===== src/rtl/riscv_pkg.sv =====
// Shared RISC-V core definitions: immediate format select codes and the
// default datapath width used by the decode/execute stages.
package riscv_pkg;

  // Default datapath width (32 or 64).
  localparam int XLEN_DEFAULT = 32;

  // Immediate format select codes carried on immsrc.
  localparam logic [2:0] IMM_I   = 3'b000;
  localparam logic [2:0] IMM_S   = 3'b001;
  localparam logic [2:0] IMM_B   = 3'b010;
  localparam logic [2:0] IMM_J   = 3'b011;
  localparam logic [2:0] IMM_U   = 3'b100;
  localparam logic [2:0] IMM_Z   = 3'b101;
  localparam logic [2:0] IMM_SH  = 3'b110;
  localparam logic [2:0] IMM_RSV = 3'b111;

endpackage


===== src/rtl/imm_decode.sv =====
// Combinational immediate decoder: extracts and extends the immediate for
// every RV32I/RV64I format at XLEN width. Reusable by any stage.
module imm_decode
  import riscv_pkg::*;
#(
  parameter int XLEN = XLEN_DEFAULT
) (
  input  logic [31:0]     instruction,
  input  logic [2:0]      immsrc,
  output logic [XLEN-1:0] imm,
  output logic            illegal
);

  // Shift amount field is one bit wider on RV64.
  logic [5:0] shamt;

  generate
    if (XLEN == 64) begin : g_shamt64
      assign shamt = instruction[25:20];
    end else begin : g_shamt32
      assign shamt = {1'b0, instruction[24:20]};
    end
  endgenerate

  // The opcode field never contributes to an immediate.
  logic unused_opcode;
  assign unused_opcode = ^instruction[6:0];

  // Format select; signed casts widen with copies of inst[31].
  always_comb begin
    imm     = '0;
    illegal = 1'b0;
    case (immsrc)
      IMM_I:   imm = XLEN'($signed(instruction[31:20]));
      IMM_S:   imm = XLEN'($signed({instruction[31:25], instruction[11:7]}));
      IMM_B:   imm = XLEN'($signed({instruction[31], instruction[7],
                                    instruction[30:25], instruction[11:8], 1'b0}));
      IMM_J:   imm = XLEN'($signed({instruction[31], instruction[19:12],
                                    instruction[20], instruction[30:21], 1'b0}));
      IMM_U:   imm = XLEN'($signed({instruction[31:12], 12'b0}));
      IMM_Z:   imm = XLEN'(instruction[19:15]);
      IMM_SH:  imm = XLEN'(shamt);
      default: illegal = 1'b1;
    endcase
  end

endmodule


===== src/rtl/imm_gen_pipe.sv =====
// Immediate-generation stage at the decode/execute boundary. Decodes the
// immediate combinationally and holds it in a main output entry backed by a
// skid entry, so a stalled consumer never loses a decoded immediate.
module imm_gen_pipe
  import riscv_pkg::*;
#(
  parameter int XLEN  = XLEN_DEFAULT,
  parameter int TAG_W = 32
) (
  input  logic             clk,
  input  logic             rst_n,
  input  logic             flush,
  input  logic             in_valid,
  output logic             in_ready,
  input  logic [31:0]      instruction,
  input  logic [2:0]       immsrc,
  input  logic [TAG_W-1:0] in_tag,
  output logic             out_valid,
  input  logic             out_ready,
  output logic [XLEN-1:0]  out_imm,
  output logic [TAG_W-1:0] out_tag,
  output logic             out_illegal
);

  logic [XLEN-1:0] dec_imm;
  logic            dec_illegal;

  imm_decode #(.XLEN(XLEN)) u_imm_decode (
    .instruction (instruction),
    .immsrc      (immsrc),
    .imm         (dec_imm),
    .illegal     (dec_illegal)
  );

  // Main (output-facing) entry.
  logic             main_valid_q, main_valid_d;
  logic [XLEN-1:0]  main_imm_q,   main_imm_d;
  logic [TAG_W-1:0] main_tag_q,   main_tag_d;
  logic             main_ill_q,   main_ill_d;

  // Skid entry: catches the one instruction accepted while main stalls.
  logic             skid_valid_q, skid_valid_d;
  logic [XLEN-1:0]  skid_imm_q,   skid_imm_d;
  logic [TAG_W-1:0] skid_tag_q,   skid_tag_d;
  logic             skid_ill_q,   skid_ill_d;

  logic accept;
  logic out_hs;

  // in_ready comes straight from a flop, so out_ready never reaches it
  // combinationally.
  assign in_ready = !skid_valid_q;
  assign accept   = in_valid && in_ready;
  assign out_hs   = main_valid_q && out_ready;

  // Next-state for both entries; flush wins, then FIFO-ordered refill.
  always_comb begin
    main_valid_d = main_valid_q;
    main_imm_d   = main_imm_q;
    main_tag_d   = main_tag_q;
    main_ill_d   = main_ill_q;
    skid_valid_d = skid_valid_q;
    skid_imm_d   = skid_imm_q;
    skid_tag_d   = skid_tag_q;
    skid_ill_d   = skid_ill_q;

    if (flush) begin
      main_valid_d = 1'b0;
      skid_valid_d = 1'b0;
    end else if (!main_valid_q || out_hs) begin
      if (skid_valid_q) begin
        // Older skid entry moves forward; a new accept backfills skid.
        main_valid_d = 1'b1;
        main_imm_d   = skid_imm_q;
        main_tag_d   = skid_tag_q;
        main_ill_d   = skid_ill_q;
        skid_valid_d = accept;
        if (accept) begin
          skid_imm_d = dec_imm;
          skid_tag_d = in_tag;
          skid_ill_d = dec_illegal;
        end
      end else if (accept) begin
        main_valid_d = 1'b1;
        main_imm_d   = dec_imm;
        main_tag_d   = in_tag;
        main_ill_d   = dec_illegal;
      end else begin
        main_valid_d = 1'b0;
      end
    end else if (accept) begin
      // Main is stalled: park the new instruction in skid.
      skid_valid_d = 1'b1;
      skid_imm_d   = dec_imm;
      skid_tag_d   = in_tag;
      skid_ill_d   = dec_illegal;
    end
  end

  // Entry registers; reset empties both entries and zeroes the outputs.
  always_ff @(posedge clk or negedge rst_n) begin
    if (!rst_n) begin
      main_valid_q <= 1'b0;
      main_imm_q   <= '0;
      main_tag_q   <= '0;
      main_ill_q   <= 1'b0;
      skid_valid_q <= 1'b0;
      skid_imm_q   <= '0;
      skid_tag_q   <= '0;
      skid_ill_q   <= 1'b0;
    end else begin
      main_valid_q <= main_valid_d;
      main_imm_q   <= main_imm_d;
      main_tag_q   <= main_tag_d;
      main_ill_q   <= main_ill_d;
      skid_valid_q <= skid_valid_d;
      skid_imm_q   <= skid_imm_d;
      skid_tag_q   <= skid_tag_d;
      skid_ill_q   <= skid_ill_d;
    end
  end

  assign out_valid   = main_valid_q;
  assign out_imm     = main_imm_q;
  assign out_tag     = main_tag_q;
  assign out_illegal = main_ill_q;

endmodule

===== config.mk =====
export PLATFORM = sky130hd
export DESIGN_NAME = imm_gen_pipe
export DESIGN_NICKNAME = d
export VERILOG_FILES = /design/src/rtl/riscv_pkg.sv /design/src/rtl/imm_decode.sv /design/src/rtl/imm_gen_pipe.sv
export SDC_FILE = /design/constraint.sdc
export NUM_CORES = 1
export LEC_CHECK = 0
export BUFFER_PORTS_ARGS = -buffer_cell sky130_fd_sc_hd__clkbuf_2
export CORE_MARGIN = 2
export CORE_UTILIZATION = 40
export DETAILED_ROUTE_END_ITERATION = 16
export PLACE_DENSITY = 0.6
export SETUP_SLACK_MARGIN = 0.05
export SYNTH_ARGS = -nofsm -noshare
export SYNTH_HDL_FRONTEND = slang
export SYNTH_SLANG_ARGS = --single-unit

===== constraint.sdc =====
create_clock -name clk -period 2.5 [get_ports clk]
set_input_delay 0.5 -clock clk [delete_from_list [all_inputs] [get_ports clk]]
set_output_delay 0.5 -clock clk [all_outputs]
set_load 0.005 [all_outputs]

* Word-level counts from Yosys, hierarchy flattened
Cells that the tools add are included.
** Storage, ports and cells
- Output and inout bits :: 67
- Flip-flop bits (word level) :: 132
- Input port bits :: 72
- Word-level logic and storage cells :: 53
** Operators by class
- Bitwise logic cells :: 1
- Reduce and logical (&&, ||, !) cells :: 12
- Eq/ne operators :: 7
- Mux-type cells :: 25
** Operators by type and width (count)
- two-way mux 32 bit :: 10
- case mux 32 bit (7 select lines) :: 1
- two-way mux 1 bit :: 14
- equality test 3 bit (second input constant) :: 3
- OR reduction 7 bit :: 1
- equality test 3 x 2 -> 1 bit (second input constant) :: 2
- nonzero test 2 bit :: 2
- equality test 3 x 1 -> 1 bit (second input constant) :: 1
- zero test 3 bit :: 1
- AND reduction 3 bit :: 1
- nonzero test 3 bit :: 1
- logical AND 1 bit :: 2
- zero test 1 bit :: 2
- inequality test 2 bit (second input constant) :: 1
- AND reduction 2 bit :: 1
- logical OR 1 bit :: 1
- NOT 1 bit :: 1

* Longest topological paths before layout
Gate-level depths: netlist (run 1).
- Depth in word-level cells :: 6
- Depth in mapped cells :: 7
- Depth with buffers taken out :: 4

* By module
From an unflattened synthesis (run 1), not the netlist that was laid out.
** Unflattened totals
- Cell total of the unflattened synthesis :: 439
- Area total of the unflattened synthesis :: 6693.9 um^2
** By module, submodules not included
- imm_gen_pipe :: area an instance 6104.6 um^2, seq. area each 3303.2 um^2, instances 1, cells an instance 357
- imm_decode :: area an instance 589.3 um^2, seq. area each 0.0 um^2, instances 1, cells an instance 82

* Worst setup path after synthesis (run 1)
Ideal clock, no wire load.
- Path kind :: register -> register
- From :: register main_valid_q (netlist: out_valid)
- To :: register main_imm_q[23] (netlist: out_imm[23])
- Clock period less this slack :: 1.552 ns
- Arrival time :: 1.428 ns
- Stages on the path, launching flop included :: 5
- Slack :: 0.948 ns
- Data required time :: 2.375 ns
- Path through :: dfrtp_1 -> nor2b_2 -> nor3_4 -> buf_2 -> mux2_2
** Between the ends
- Word-level cells in the longest chain between the ends :: 3
** RTL lines
- from (decl) :: line imm_gen_pipe.sv:36 : logic main_valid_q, main_valid_d;
- from (signal assigned) :: line imm_gen_pipe.sv:112 : main_valid_q <= main_valid_d;
- zero test 1 bit / logical AND 1 bit (equally long branches) :: line imm_gen_pipe.sv:70, imm_gen_pipe.sv:54
- logical OR 1 bit * :: line imm_gen_pipe.sv:70 : end else if (!main_valid_q || out_hs) begin
- AND reduction 3 bit (no line) *
- to (signal assigned) :: line imm_gen_pipe.sv:113 : main_imm_q <= main_imm_d;
- to (decl) :: line imm_gen_pipe.sv:37 : logic [XLEN-1:0] main_imm_q, main_imm_d;
Mark *: on every way between the ends. The rest lies on a longest branch, timed or not.
A chain may end at the register's enable or synchronous reset.

* Final worst setup path (run 1)
- From :: register skid_valid_q
- To :: output in_ready
** Between the ends
- Word-level cells in the longest chain between the ends :: 1
** RTL lines
- from (decl) :: line imm_gen_pipe.sv:42 : logic skid_valid_q, skid_valid_d;
- from (signal assigned) :: line imm_gen_pipe.sv:116 : skid_valid_q <= skid_valid_d;
- zero test 1 bit :: line imm_gen_pipe.sv:52 : assign in_ready = !skid_valid_q;
- to (decl) :: line imm_gen_pipe.sv:14 : output logic in_ready,
Every way passes these cells.

==> flow_metrics.py, run 1 <==
metrics = {
    "sta": {
        "clock_skew_ns": 0.00792,
        "final_hold_viol_count": 0,
        "setup_tns_ns": 0,
        "setup_violations": 0,
        "period_needed_ns": 2.14,
        "timing.fmax_ghz": 0.467,
        "rsz0062_at_grt": "false",
        "timing.final.max_slew_violations": 0,
        "maxSlewHeadroom": 0.614,
        "holdWs_ns": 0.332,
        "min_period_over_period": 0.856,
        "tightest_slew_ns": 0.580,
    },
    "floorplan": {
        "rows": 44,
        "die-area_um2": 16100,
        "initial_utilization": 0.411,
        "core_area_um2": 14600,
        "die_x_um": 127,
        "ios": 139,
        "die-height_um": 127,
    },
    "worst_setup_path": {
        "crit_fanout": 52,
        "worstPathRequired_ns": 2.00,
        "cp-start-kind": "register",
        "endpoint_kind": "output port",
        "arrival_ns": 1.64,
        "critical_path_class": "register to output port",
    },
    "global_routing": {
        "grt_start_max_net_pins": 66,
        "grt_pass1_wl_mm": 23.6,
        "first_global_vias": 4657,
        "antenna_found_initial": 0,
        "grtUsageTotal": 0.186,
        "grt_overflow_total": 0,
    },
    "logic_synthesis": {
        "yosysTopAreaCellShare": 0.548,
        "ys_seq_area_frac": 0.548,
        "synthCells": 578,
        "synth_compound_gate_area_share": 0.118,
        "synth_top_family_by_area": "multiplexers",
        "syn_area_per_cell_um2": 10.4,
        "synthAdderAreaFrac": 0,
        "synth_area_leaders": "dfrtp_1, mux2_2, nand2_1, mux2i_1, o21ai_0",
        "synth.mux.area_fraction": 0.157,
        "yosys_warnings": 0,
        "synth_cell_types": 30,
        "ys_ff_latch": 132,
        "synth_area_leader_cell": "dfrtp_1",
        "synthesis.area_um2": 6020,
        "synthXorXnorAreaFrac": 0.00457,
        "synthSimpleGateAreaFrac": 0.133,
        "syn_nets": 650,
    },
    "run_status": {
        "outcome": "finished clean",
    },
    "drt": {
        "avgRoutedWirePerCell_um": 15.9,
        "wirelength_mm": 14.2,
        "drc": 0,
        "first_pass_iters": 5,
        "drt.antenna.violating_nets": 0,
        "via_per_inst": 5.16,
        "drtIter0Drc": 290,
        "num_vias": 4633,
    },
    "clock_tree": {
        "insertion_delay_ns": 0.41,
        "clkSinkCount": 132,
        "cts_tree": "built",
        "clk_path_buf_depth": 2,
        "cts.reportedPaths.clkPinSlew_ns": 0.06,
        "post_cts_resized": 0,
        "numCtsBuffers": 17,
        "h-tree-depth": 4,
        "clock-root-buffer": "clkbuf_16",
    },
    "layout": {
        "area_growth_syn_to_layout_pct": 23.8,
        "final_common_cell": "dfrtp_1",
        "drive_above_1_share": 0.329,
        "layout_common_cells": "dfrtp_1, clkbuf_2, nand2_1",
        "post-route-cell-area_um2": 7460,
        "final_util": 0.509,
        "nNetsFinal": 773,
        "n_antenna_cell": 0,
    },
    "hold_path": {
        "hp-class": "input pin to register",
    },
    "power": {
        "power_density_nw_per_um2": 828,
        "p_leak_uw": 0.00346,
        "ir_drop_mv": 0.456,
    },
    "placed_design": {
        "port_buffers": 131,
        "place_congestion": 0.854,
        "placed_area_um2": 6850,
        "dp_hpwl_mm": 9.90,
    },
    "run": {
        "cap_violations": 0,
    },
}
flip-flops by register name, indices dropped and copies added, names as in the netlist:
register      flops
skid_imm_q       32
out_illegal       1
skid_tag_q       32
out_imm          32
skid_ill_q        1
skid_valid_q      1
out_tag          32
out_valid         1
layer usage:
layer,vias to the layer above,GRT usage,part of all wire
li1,2256,-,-
met1,2221,0.247,0.46
met2,138,0.294,0.46
met3,18,0.0515,0.055
met4,0,0.0718,0.018
met5,-,0,0
synth_stat cells, drive strengths merged:
master / count
o21ai: 84
a31oi: 1
nor3b: 1
nand2: 116
a21oi: 30
o211ai: 12
mux2: 50
or3: 1
a211oi: 2
nor3: 2
buf: 31
nand3b: 8
dfrtp: 132
inv: 1
and4b: 1
nor2: 13
xor2: 1
nand2b: 10
nor4b: 1
nor2b: 4
a22oi: 4
mux2i: 38
nand3: 22
clkbuf: 13
final cells by class:
cell class,instances,area [µm²]
multi-input combinational,401,2500
tap,184,230
timing repair buffer,148,817
clock inverter,13,148
fill,1352,7190
clock buffer,19,453
inverter,1,3.75
sequential,132,3310
per-stage QoR:
stage	power, µW	worst slack [ns]	instances
global route	6500	0.237	898
finish	6170	0.359	898
floorplan	3270	0.948	578
global placement	3660	0.507	865
CTS	6260	0.328	898
detailed placement	3720	0.516	865
critical path: stages (launching register included):
cell,delay [ns]
dfrtp_4,0.42
buf_4,0.44
inv_1,0.18
clkbuf_2,0.17
where the power goes:
part	internal [µW]	switching (µW)	leakage, µW
clock	1540	967	0.000289
combinational	455	466	0.00150
sequential	2540	208	0.00167
total	4530	1640	0.00346
path summary, 6_finish.rpt:
kind	start	to	slack, ns	depth (start not counted)
setup reg to reg	out_valid$_DFFE_PN0P_	out_imm[18]$_DFFE_PN0P_	0.62	5
max in group asynchronous	rst_n	skid_imm_q[4]$_DFFE_PN0P_	1.28	3
hold reg to reg	out_imm[7]$_DFFE_PN0P_	out_imm[7]$_DFFE_PN0P_	0.46	2
setup / recovery	skid_valid_q$_DFFE_PN0P_	in_ready	0.36	3
min in group asynchronous	rst_n	out_imm[2]$_DFFE_PN0P_	0.54	2
hold / removal	in_tag[30]	skid_tag_q[30]$_DFFE_PN0P_	0.33	2
kinds of logic after synthesis:
family	after synthesis
XOR/XNOR	1
multiplexers	88
AND/OR/NAND/NOR	179
AO/OA/AOI/OAI	133
flip-flops	132
buffers and inverters	45
repair_timing:
action,4_1_cts,5_1_grt
hold endpoints to repair,25,0
hold buffers,1,0
buffers inserted,0,0
(Power assumes the default switching activity.)
==> run 2: changes to the inputs <==
- CELL_PAD_IN_SITES_DETAIL_PLACEMENT: unset -> 1
- CELL_PAD_IN_SITES_GLOBAL_PLACEMENT: unset -> 2
- CORE_UTILIZATION: 40 -> 41
- PLACE_DENSITY: 0.6 -> 0.83
- SYNTH_HIERARCHICAL: unset -> 1
==> run 2 against run 1 <==
Total power up 8.6%. Fmax grew 19%. Hold slack worse by 0.28 ns. Synthesized area rose by 11%. Setup slack better by 0.35 ns. Critical path depth rose by 3. Final cell count down 11%. Highest routed layer unchanged.
==> flow_metrics.py, run 2 <==
metrics = {
    "sta": {
        "clock_skew_ns": 0.00787,
        "tightest_slew_ns": 0.541,
        "timing.final.max_slew_violations": 0,
        "maxSlewHeadroom": 0.640,
        "min_period_over_period": 0.718,
        "rsz0062_at_grt": "false",
        "period_needed_ns": 1.80,
        "layout_setup_ws_ns": 0.705,
        "final_hold_viol_count": 0,
        "timing.fmax_ghz": 0.557,
        "holdWs_ns": 0.0484,
        "setup_violations": 0,
        "setup_tns_ns": 0,
    },
    "floorplan": {
        "die-area_um2": 17400,
        "core_area_um2": 15900,
        "rows": 46,
        "die_x_um": 132,
        "initial_utilization": 0.420,
        "die-height_um": 132,
        "ios": 139,
    },
    "logic_synthesis": {
        "synthTopCellsByCount": "dfrtp_1, mux2_2, mux2_4, buf_6, a21oi_1",
        "syn_area_per_cell_um2": 15.2,
        "synth_enable_flop_cells": 0,
        "synth_cell_types": 29,
        "synthMostInstantiatedCell": "dfrtp_1",
        "synth_area_leader_cell": "dfrtp_1",
        "synthCells": 439,
        "synthesis.area_um2": 6690,
        "yosys_warnings": 6,
        "synth_top_flop_cell": "dfrtp_1",
        "synth_area_leaders": "dfrtp_1, mux2_4, mux2_2, buf_6, mux2i_1",
        "ys_ff_latch": 132,
        "async_reset_ff_frac": 1.00,
        "syn_nets": 511,
        "yosysTopAreaCellShare": 0.493,
        "ys_seq_area_frac": 0.493,
    },
    "clock_tree": {
        "clk_path_buf_depth": 2,
        "cts.reportedPaths.clkPinSlew_ns": 0.06,
        "post_cts_resized": 0,
        "clock-root-buffer": "clkbuf_16",
        "insertion_delay_ns": 0.42,
        "h-tree-depth": 4,
        "cts_hold_buf": 0,
        "numCtsBuffers": 17,
        "cts_setup_buffers": 0,
        "clkSinkCount": 132,
        "cts_tree": "built",
    },
    "worst_setup_path": {
        "crit_buf_inv": 1,
        "cp-start-kind": "input pin",
        "ff2ff_path_depth": 4,
        "crit_fanout": 17,
        "cp_top_family": "multiplexers",
        "arrival_ns": 2.10,
        "r2r_start": "out_valid$_DFFE_PN0P_",
        "regToRegSetupSlack_ns": 0.75,
        "critical_path_class": "input pin to register",
        "cp_slowest_stage_delay_ns": 0.38,
        "r2r_end": "out_imm[14]$_DFFE_PN0P_",
        "endpoint_kind": "register",
        "crit_chain": "clkbuf_2, xor2_4, mux2i_1, mux2i_1, mux2_2, mux2_2",
        "worstPathRequired_ns": 2.80,
        "critPathSlowestCell": "clkbuf_2",
    },
    "layout": {
        "n_antenna_cell": 0,
        "final_common_cell": "dfrtp_1",
        "layout_common_cells": "dfrtp_1, clkbuf_2, mux2_2",
        "drive_above_1_share": 0.647,
        "nNetsFinal": 640,
        "fillers": 1635,
        "area_growth_syn_to_layout_pct": 20.9,
    },
    "drt": {
        "wirelength_mm": 15.1,
        "drtIter0Drc": 108,
        "num_vias": 4081,
        "via_per_inst": 5.12,
        "first_pass_iters": 4,
        "drt.antenna.violating_nets": 0,
        "avgRoutedWirePerCell_um": 19.0,
        "drc": 0,
    },
    "power": {
        "switchingPower_uw": 1700,
        "power_density_nw_per_um2": 829,
        "sw_frac_of_total": 0.254,
        "power_frac_seq": 0.424,
        "p_comb_frac": 0.190,
        "p_leak_uw": 0.00406,
        "power_uw": 6710,
        "intPower_uw": 5000,
        "clkPwrFrac": 0.387,
        "ir_drop_mv": 0.486,
    },
    "global_routing": {
        "first_global_vias": 4607,
        "antenna_found_initial": 0,
        "grtUsageTotal": 0.182,
        "grt_start_max_net_pins": 66,
        "grt_overflow_total": 0,
        "grt_pass1_wl_mm": 24.8,
    },
    "run_status": {
        "outcome": "finished clean",
    },
    "placed_design": {
        "port_buffers": 131,
        "place_congestion": 0.795,
        "pre_cts_slack_ns": 0.294,
        "dp_hpwl_mm": 9.82,
    },
    "hold_path": {
        "hp-class": "input pin to async pin",
    },
    "run": {
        "cap_violations": 0,
    },
}
[run 2: cell types whose count changed after synthesis, moves of 11 or more]
cell,change
buf_2,-16
nand2_1,-115
nor2_1,-11
a21oi_1,-14
o211ai_1,-12
o21ai_0,-49
mux2_2,+57
o21ai_1,-34
buf_6,+15
mux2i_1,-29
a21o_1,+12
mux2_4,+90
nand3_1,-22
clkbuf_1,-11
[run 2: worst max path at each step]
stage          cells after the start                   from                 endpoint
5_1_grt                            6              immsrc[0]   out_imm[3]$_DFFE_PN0P_
6_report                           6              immsrc[0]   out_imm[3]$_DFFE_PN0P_
4_1_cts                            4  out_valid$_DFFE_PN0P_  out_imm[14]$_DFFE_PN0P_
3_3_place_gp                       6              immsrc[0]   out_imm[0]$_DFFE_PN0P_
2_1_floorplan                      6              immsrc[0]   out_imm[0]$_DFFE_PN0P_
3_5_place_dp                       6              immsrc[0]   out_imm[3]$_DFFE_PN0P_
[run 2: cell type report]
| type | count | area (µm²) | share of cell area |
|---|---|---|---|
| Clock buffer | 18 | 439 | 0.0543 |
| Clock inverter | 14 | 178 | 0.0220 |
| Inverter | 2 | 7.51 | 0.000928 |
| Multi-Input combinational cell | 273 | 3110 | 0.385 |
| Sequential cell | 132 | 3300 | 0.408 |
| Tap cell | 216 | 270 | 0.0334 |
| Timing Repair Buffer | 142 | 782 | 0.0966 |
[run 2: through the flow]
stage | instances | area (µm²) | util
2_1_floorplan | 439 | 6690 | -
3_3_place_gp | 765 | 7480 | 0.469
3_5_place_dp | 765 | 7480 | 0.469
4_1_cts | 797 | 8090 | 0.508
5_1_grt | 797 | 8090 | 0.508
6_report | 797 | 8090 | 0.508
[run 2: cell families after synthesis]
logic type,after synthesis,share of synthesized area
mux,205,0.394
flops,132,0.493
compound gates,43,0.0409
buf+inv,34,0.0426
simple gates,24,0.0252
xor+xnor,1,0.00411
[run 2: power groups by stage]
stage	Combinational (µW)	Clock, µW	Sequential [µW]
after floorplan	833	0	2820
after detailed placement	1280	0	2870
after CTS	1300	2660	2840
after global routing	1380	2750	2910
after global placement	1240	0	2830
final	1270	2590	2840
[run 2: per-layer routing]
metal  GRT usage  wire length [µm]  up-vias
li1            -                 -     1840
met1       0.229              6900     2112
met2       0.310              7420      111
met3      0.0431               561       18
met4      0.0580               227        0
met5           0                 0        -
[run 2: worst register-to-register path: cells and delay by family, from the launching register on]
kind          cells  cell delay [ns]
simple gates      2             0.37
buf+inv           1             0.47
flops             1             0.40
mux               1             0.41
